===== config.mk =====
export PLATFORM = sky130hd
export DESIGN_NAME = bram2be_init
export DESIGN_NICKNAME = d
export VERILOG_FILES = /design/src/rtl/bram2be_init.sv
export SDC_FILE = /design/constraint.sdc
export NUM_CORES = 1
export LEC_CHECK = 0
export ABC_AREA = 1
export CORE_MARGIN = 2
export CORE_UTILIZATION = 40
export CTS_CLUSTER_SIZE = 30
export DETAILED_ROUTE_END_ITERATION = 7
export SLEW_MARGIN = 20
export SYNTH_ARGS = -nofsm -noshare
export SYNTH_HDL_FRONTEND = slang
export SYNTH_SLANG_ARGS = --single-unit

===== constraint.sdc =====
create_clock -name CLK -period 2.33 [get_ports CLK]
set_input_delay 0.3495 -clock CLK [delete_from_list [all_inputs] [get_ports CLK]]
set_output_delay 0.3495 -clock CLK [all_outputs]
set_load 0.01 [all_outputs]

===== src/rtl/bram2be_init.sv =====
// Dual-port byte-enable block RAM with a post-reset clear sweep, per-port read
// valids, same-address write arbitration (B wins per chunk) and optional output register.
module bram2be_init #(
   parameter int                    ADDR_WIDTH     = 1,
   parameter int                    DATA_WIDTH     = 8,
   parameter int                    CHUNKSIZE      = 8,
   parameter int                    WE_WIDTH       = 1,
   parameter int                    MEMSIZE        = 2,
   parameter int                    PIPELINED      = 0,
   parameter int                    RDW_MODE       = 0,
   parameter int                    CLEAR_ON_RESET = 1,
   parameter logic [DATA_WIDTH-1:0] INIT_VALUE     = '0
) (
   input  logic                  CLK,
   input  logic                  RST_N,
   input  logic                  ENA,
   input  logic                  ENB,
   input  logic [WE_WIDTH-1:0]   WEA,
   input  logic [WE_WIDTH-1:0]   WEB,
   input  logic [ADDR_WIDTH-1:0] ADDRA,
   input  logic [ADDR_WIDTH-1:0] ADDRB,
   input  logic [DATA_WIDTH-1:0] DIA,
   input  logic [DATA_WIDTH-1:0] DIB,
   output logic [DATA_WIDTH-1:0] DOA,
   output logic [DATA_WIDTH-1:0] DOB,
   output logic                  VALA,
   output logic                  VALB,
   output logic                  RDY,
   output logic                  COLL
);
   localparam int IW = (MEMSIZE > 1) ? $clog2(MEMSIZE) : 1;

   typedef enum logic [1:0] {ST_RESET, ST_CLEAR, ST_READY} state_t;

   state_t                state_q, state_d;
   logic                  rst_n_q, rst_n_d;
   logic [IW-1:0]         clr_cnt_q, clr_cnt_d;
   logic [DATA_WIDTH-1:0] mem_q [MEMSIZE];

   logic [DATA_WIDTH-1:0] doa1_q, doa1_d, dob1_q, dob1_d;
   logic                  vala1_q, vala1_d, valb1_q, valb1_d, coll1_q, coll1_d;

   logic                  acc_a, acc_b, wr_a, wr_b, inr_a, inr_b, same;
   logic [IW-1:0]         idx_a, idx_b;
   logic [DATA_WIDTH-1:0] old_a, old_b, new_a, new_b;

   function automatic logic [DATA_WIDTH-1:0] merge(input logic [DATA_WIDTH-1:0] old,
                                                   input logic [DATA_WIDTH-1:0] din,
                                                   input logic [WE_WIDTH-1:0]   we);
      merge = old;
      for (int j = 0; j < WE_WIDTH; j++)
         if (we[j]) merge[j*CHUNKSIZE +: CHUNKSIZE] = din[j*CHUNKSIZE +: CHUNKSIZE];
   endfunction

   // Returns {valid, data} for one port's first output stage.
   function automatic logic [DATA_WIDTH:0] rd_sel(input logic acc, input logic wr,
                                                  input logic [DATA_WIDTH-1:0] old,
                                                  input logic [DATA_WIDTH-1:0] nw,
                                                  input logic [DATA_WIDTH-1:0] hold);
      rd_sel = {1'b0, hold};
      if (acc) begin
         if (!wr)                rd_sel = {1'b1, old};
         else if (RDW_MODE == 0) rd_sel = {1'b1, nw};
         else if (RDW_MODE == 1) rd_sel = {1'b1, old};
      end
   endfunction

   assign RDY = (state_q == ST_READY);

   always_comb begin
      state_d   = state_q;
      clr_cnt_d = clr_cnt_q;
      rst_n_d   = RST_N;
      case (state_q)
         ST_RESET: begin
            clr_cnt_d = '0;
            // Hold one extra cycle after release so the sweep starts from a settled reset.
            if (rst_n_q) state_d = (CLEAR_ON_RESET != 0) ? ST_CLEAR : ST_READY;
         end
         ST_CLEAR: begin
            clr_cnt_d = clr_cnt_q + 1'b1;
            if (clr_cnt_q == IW'(MEMSIZE - 1)) state_d = ST_READY;
         end
         ST_READY: ;
         default:  state_d = ST_RESET;
      endcase
   end

   always_comb begin
      acc_a = RDY & ENA & RST_N;
      acc_b = RDY & ENB & RST_N;
      wr_a  = acc_a & (|WEA);
      wr_b  = acc_b & (|WEB);
      inr_a = 32'(ADDRA) < MEMSIZE;
      inr_b = 32'(ADDRB) < MEMSIZE;
      same  = (ADDRA == ADDRB);
      idx_a = IW'(ADDRA);
      idx_b = IW'(ADDRB);
      old_a = inr_a ? mem_q[idx_a] : '0;
      old_b = inr_b ? mem_q[idx_b] : '0;

      // Own-port write-first view includes the other port's chunks on a collision.
      new_a = merge(old_a, DIA, WEA);
      if (wr_b && same) new_a = merge(new_a, DIB, WEB);
      if (!inr_a) new_a = '0;
      new_b = old_b;
      if (wr_a && same) new_b = merge(new_b, DIA, WEA);
      new_b = merge(new_b, DIB, WEB);
      if (!inr_b) new_b = '0;

      {vala1_d, doa1_d} = rd_sel(acc_a, wr_a, old_a, new_a, doa1_q);
      {valb1_d, dob1_d} = rd_sel(acc_b, wr_b, old_b, new_b, dob1_q);
      coll1_d = wr_a & wr_b & inr_a & same;
   end

   always_ff @(posedge CLK) begin
      if (!RST_N) begin
         state_q   <= ST_RESET;
         rst_n_q   <= 1'b0;
         clr_cnt_q <= '0;
         doa1_q    <= '0;
         dob1_q    <= '0;
         vala1_q   <= 1'b0;
         valb1_q   <= 1'b0;
         coll1_q   <= 1'b0;
      end else begin
         state_q   <= state_d;
         rst_n_q   <= rst_n_d;
         clr_cnt_q <= clr_cnt_d;
         doa1_q    <= doa1_d;
         dob1_q    <= dob1_d;
         vala1_q   <= vala1_d;
         valb1_q   <= valb1_d;
         coll1_q   <= coll1_d;
      end
   end

   // Port B is written after port A so it wins chunk-by-chunk on a shared address.
   always_ff @(posedge CLK) begin
      if (RST_N) begin
         if (state_q == ST_CLEAR) begin
            mem_q[clr_cnt_q] <= INIT_VALUE;
         end else begin
            for (int j = 0; j < WE_WIDTH; j++) begin
               if (wr_a && inr_a && WEA[j])
                  mem_q[idx_a][j*CHUNKSIZE +: CHUNKSIZE] <= DIA[j*CHUNKSIZE +: CHUNKSIZE];
               if (wr_b && inr_b && WEB[j])
                  mem_q[idx_b][j*CHUNKSIZE +: CHUNKSIZE] <= DIB[j*CHUNKSIZE +: CHUNKSIZE];
            end
         end
      end
   end

   if (PIPELINED != 0) begin : g_pipe
      logic [DATA_WIDTH-1:0] doa2_q, dob2_q;
      logic                  vala2_q, valb2_q, coll2_q;

      always_ff @(posedge CLK) begin
         if (!RST_N) begin
            doa2_q  <= '0;
            dob2_q  <= '0;
            vala2_q <= 1'b0;
            valb2_q <= 1'b0;
            coll2_q <= 1'b0;
         end else begin
            doa2_q  <= doa1_q;
            dob2_q  <= dob1_q;
            vala2_q <= vala1_q;
            valb2_q <= valb1_q;
            coll2_q <= coll1_q;
         end
      end

      assign DOA  = doa2_q;
      assign DOB  = dob2_q;
      assign VALA = vala2_q;
      assign VALB = valb2_q;
      assign COLL = coll2_q;
   end else begin : g_flat
      assign DOA  = doa1_q;
      assign DOB  = dob1_q;
      assign VALA = vala1_q;
      assign VALB = valb1_q;
      assign COLL = coll1_q;
   end
endmodule


==> out/results.tsv <==
stage	metric	value	unit
outcome	status	finished clean	
worst_hold_path	hold depth	2	
clocking	TritonCTS clock tree	built	
timing	Min Hold Slack	0.465	ns
worst_setup_path	worst reg2reg setup slack	0.58	ns
timing	# setup viols final	0	
clocking	Clk Latency, worst-skew pair	0.29	ns
route	DR pass1 iterations	4	
route	DR vias	1932	
synth	sequential share of the synthesized area	0.431	
synth	cells after synthesis	271	
worst_setup_path	Worst Reg2Reg Path Length in Cells	9	
layout	Area growth syn-to-layout	27.9	%
global_route	first-pass GRT wire length	9260	um
route	Iteration-0 DRC Markers	152	
timing	Final Hold Viols	0	
route	DRC viols	0	
route	Routed WL	5560	um
floorplan	Die X	77.8	um
timing	Tcrit/Tclk final	0.801	
timing	clk_skew	0.00545	ns
route	DRT antenna net count	0	
power	Peak VDD IR	0.236	mV
floorplan	Initial Utilization	0.422	
synth	Post-Synthesis Mean Instance Area	8.05	um2
synth	Synth Cell Area	2180	um2
power	Sw Share	0.246	
clocking	Clk pin slew, worst setup/hold paths	0.07	ns
synth	synthesis-stage register bit count	39	
floorplan	# rows	26	
floorplan	Die H	77.8	um
timing	setup repair after global routing missed its margin	false	
clocking	Clock Tree Root	clkbuf_8	
timing	fmax	0.536	GHz
global_route	largest net degree at the start of global routing	20	
power	Comb power frac	0.126	
timing	fin crit period	1.87	ns
power	clock power share	0.341	
global_route	grt total ovfl	0	
synth	Mapped Nets	295	
floorplan	Core ar.	5170	um2
global_route	vias in the first global route	1833	
global_route	initial antenna violation count	0	
worst_setup_path	Critical Path RT	2.27	ns
placement	Final GP Congestion	0.837	
route	Avg WL per Cell	14.3	um
clocking	Num CTS Buffers	5	
route	met3 wire length	407	um
worst_hold_path	HP Class	reg -> reg	
timing	Final TNS setup	0	ns
power	Net Switching	0.000335	W
placement	IO Port Bufs	43	
synth	number of distinct library cells after synthesis	28	
layout	layout cell share with drive strength beyond 1	0.181	
worst_setup_path	r2r startpoint	state_q[0]$_SDFFE_PN0P_	
placement	post-detail-place hpwl	4090	um
worst_setup_path	worst r2r dst	mem_q[0][6]$_DFFE_PP_	
global_route	Total GRT Usage	0.200	
timing	Tightest Pin Transition	0.435	ns
worst_setup_path	crit-path max FO	8	
power	Int Power	0.00103	W
timing	fin. max-slew vios	0	
worst_setup_path	Crit Path Class	in -> reg	
clocking	Post-CTS Hold Fix Bufs	0	
clocking	clock sinks	39	
power	Flop pwr share	0.533	
route	met2 wire length	2560	um
worst_setup_path	Worst Setup Start Kind	primary input	
worst_setup_path	Worst Path Arrival	1.81	ns
run	number of max-cap violations	0	
worst_hold_path	startpoint of the worst hold path	DOA[3]$_SDFFE_PN0N_	
power	Leakage	1.12	nW
clocking	Post CTS Setup Buffer Count	0	
clocking	Max Buffers Root-to-Sink	2	
worst_setup_path	Crit. End Element	flop	
synth	Yosys warning total	0	
floorplan	IO Pins	44	
route	vias per cell	4.95	
timing	Slew headroom	0.709	
power	pwr/cell area	489	nW/um2
layout	ant diodes	0	
clocking	Post-CTS Resized	0	
route	WL met1	2500	um
route	Top Layer Used	met4	
layout	nets	343	
clocking	# H-tree levels	2	
floorplan	die area	6060	um2
worst_hold_path	hold path endpoint	DOA[3]$_SDFFE_PN0N_	
-- kinds of logic after synthesis --
| kind of cell | synth area share |
|---|---|
| buf+inv | 0.103 |
| flops | 0.431 |
| simple gates | 0.275 |
| compound gates | 0.190 |
-- how the worst max path moves through the flow --
| stage | start | endpoint | slack, ns | cells after the start |
|---|---|---|---|---|
| floorplan | state_q[0]$_SDFFE_PN0P_ | mem_q[1][0]$_DFFE_PP_ | 0.41 | 7 |
| global placement | RST_N | mem_q[0][7]$_DFFE_PP_ | 0.17 | 7 |
| detailed placement | RST_N | mem_q[0][4]$_DFFE_PP_ | 0.12 | 7 |
| CTS | RST_N | mem_q[0][2]$_DFFE_PP_ | 0.42 | 7 |
| global route | RST_N | mem_q[0][7]$_DFFE_PP_ | 0.35 | 7 |
| finish | RST_N | mem_q[0][6]$_DFFE_PP_ | 0.46 | 7 |
-- flip-flops by register name, summed over array words and instances (netlist names) --
register	count
COLL	1
DOA	8
DOB	8
VALA	1
VALB	1
clr_cnt_q	1
mem_q	16
rst_n_q	1
state_q	2
-- placed cells by master (no fill, tap or decap) --
| cell type | netlist | routed |
|---|---|---|
| a21oi_1 | 29 | 29 |
| a21oi_2 | 2 | 2 |
| a31oi_1 | 3 | 3 |
| buf_12 | 0 | 1 |
| buf_4 | 0 | 10 |
| clkbuf_1 | 1 | 1 |
| clkbuf_8 | 0 | 6 |
| clkdlybuf4s50_1 | 0 | 43 |
| clkinv_1 | 0 | 1 |
| dfxtp_1 | 23 | 23 |
| edfxtp_1 | 16 | 16 |
| inv_1 | 27 | 27 |
| inv_2 | 4 | 4 |
| inv_4 | 2 | 2 |
| nand2_1 | 65 | 65 |
| nand2_2 | 2 | 2 |
| nand2_4 | 3 | 3 |
| nand3_1 | 14 | 14 |
| nand3_4 | 2 | 2 |
| nand3b_1 | 1 | 1 |
| nand4_1 | 8 | 8 |
| nor2_1 | 11 | 11 |
| nor2_2 | 8 | 8 |
| nor2_4 | 1 | 1 |
| nor2_8 | 2 | 2 |
| nor3_1 | 1 | 1 |
| o211ai_1 | 3 | 3 |
| o21ai_0 | 11 | 11 |
| o21ai_1 | 5 | 5 |
| o21ai_2 | 15 | 15 |
-- power groups by stage --
stage          clock network (W)  registers [W]  logic [W]
2_1_floorplan                  0       0.000743  0.0000886
3_3_place_gp                   0       0.000743   0.000171
3_5_place_dp                   0       0.000743   0.000172
4_1_cts                 0.000479       0.000728   0.000173
5_1_grt                 0.000502       0.000729   0.000189
6_report                0.000465       0.000728   0.000172
-- worst max-delay path, stage by stage --
cell and delay [ns]:
clkdlybuf4s50_1 0.57, nand2_1 0.12, nor2_4 0.17, inv_4 0.09, nor2_8 0.11, nand2_4 0.05, nand2_1 0.34
-- per-layer routing --
| metal | global-route usage | up-vias |
|---|---|---|
| li1 | - | 1000 |
| met4 | 0.0732 | 0 |
| met1 | 0.266 | 865 |
| met3 | 0.0430 | 6 |
| met5 | 0 | - |
| met2 | 0.320 | 61 |
-- synthesized netlist by cell type (all sizes together) --
cell / number / area share
a21oi: 31 / 0.075
a31oi: 3 / 0.0086
buf: 11 / 0.040
clkbuf: 2 / 0.0040
dfxtp: 23 / 0.21
edfxtp: 16 / 0.22
inv: 33 / 0.059
nand2: 70 / 0.13
nand3: 16 / 0.048
nand3b: 1 / 0.0034
nand4: 8 / 0.023
nor2: 22 / 0.065
nor3: 1 / 0.0023
o211ai: 3 / 0.010
o21ai: 31 / 0.097
-- cell type report --
class / instances / area [um2]
fillers: 506 / 2380
multi-input cells: 186 / 1020
flip-flops and latches: 39 / 941
repair buffers: 54 / 526
inverters: 33 / 129
well taps: 70 / 87.6
clock buffers: 7 / 86.3
clock inverters: 1 / 3.75
-- per-stage QoR --
stage | instance area (um2) | setup WS (ns) | total power (W) | instances | utilization
4_1_cts | 2790 | 0.423 | 0.00138 | 390 | 0.539
3_5_place_dp | 2700 | 0.123 | 0.000915 | 382 | 0.522
6_report | 2790 | 0.464 | 0.00136 | 390 | 0.539
5_1_grt | 2790 | 0.349 | 0.00142 | 390 | 0.539
2_1_floorplan | 2180 | 0.408 | 0.000832 | 271 | -
3_3_place_gp | 2700 | 0.168 | 0.000915 | 382 | 0.522
Power figures use the tool's default switching activity.
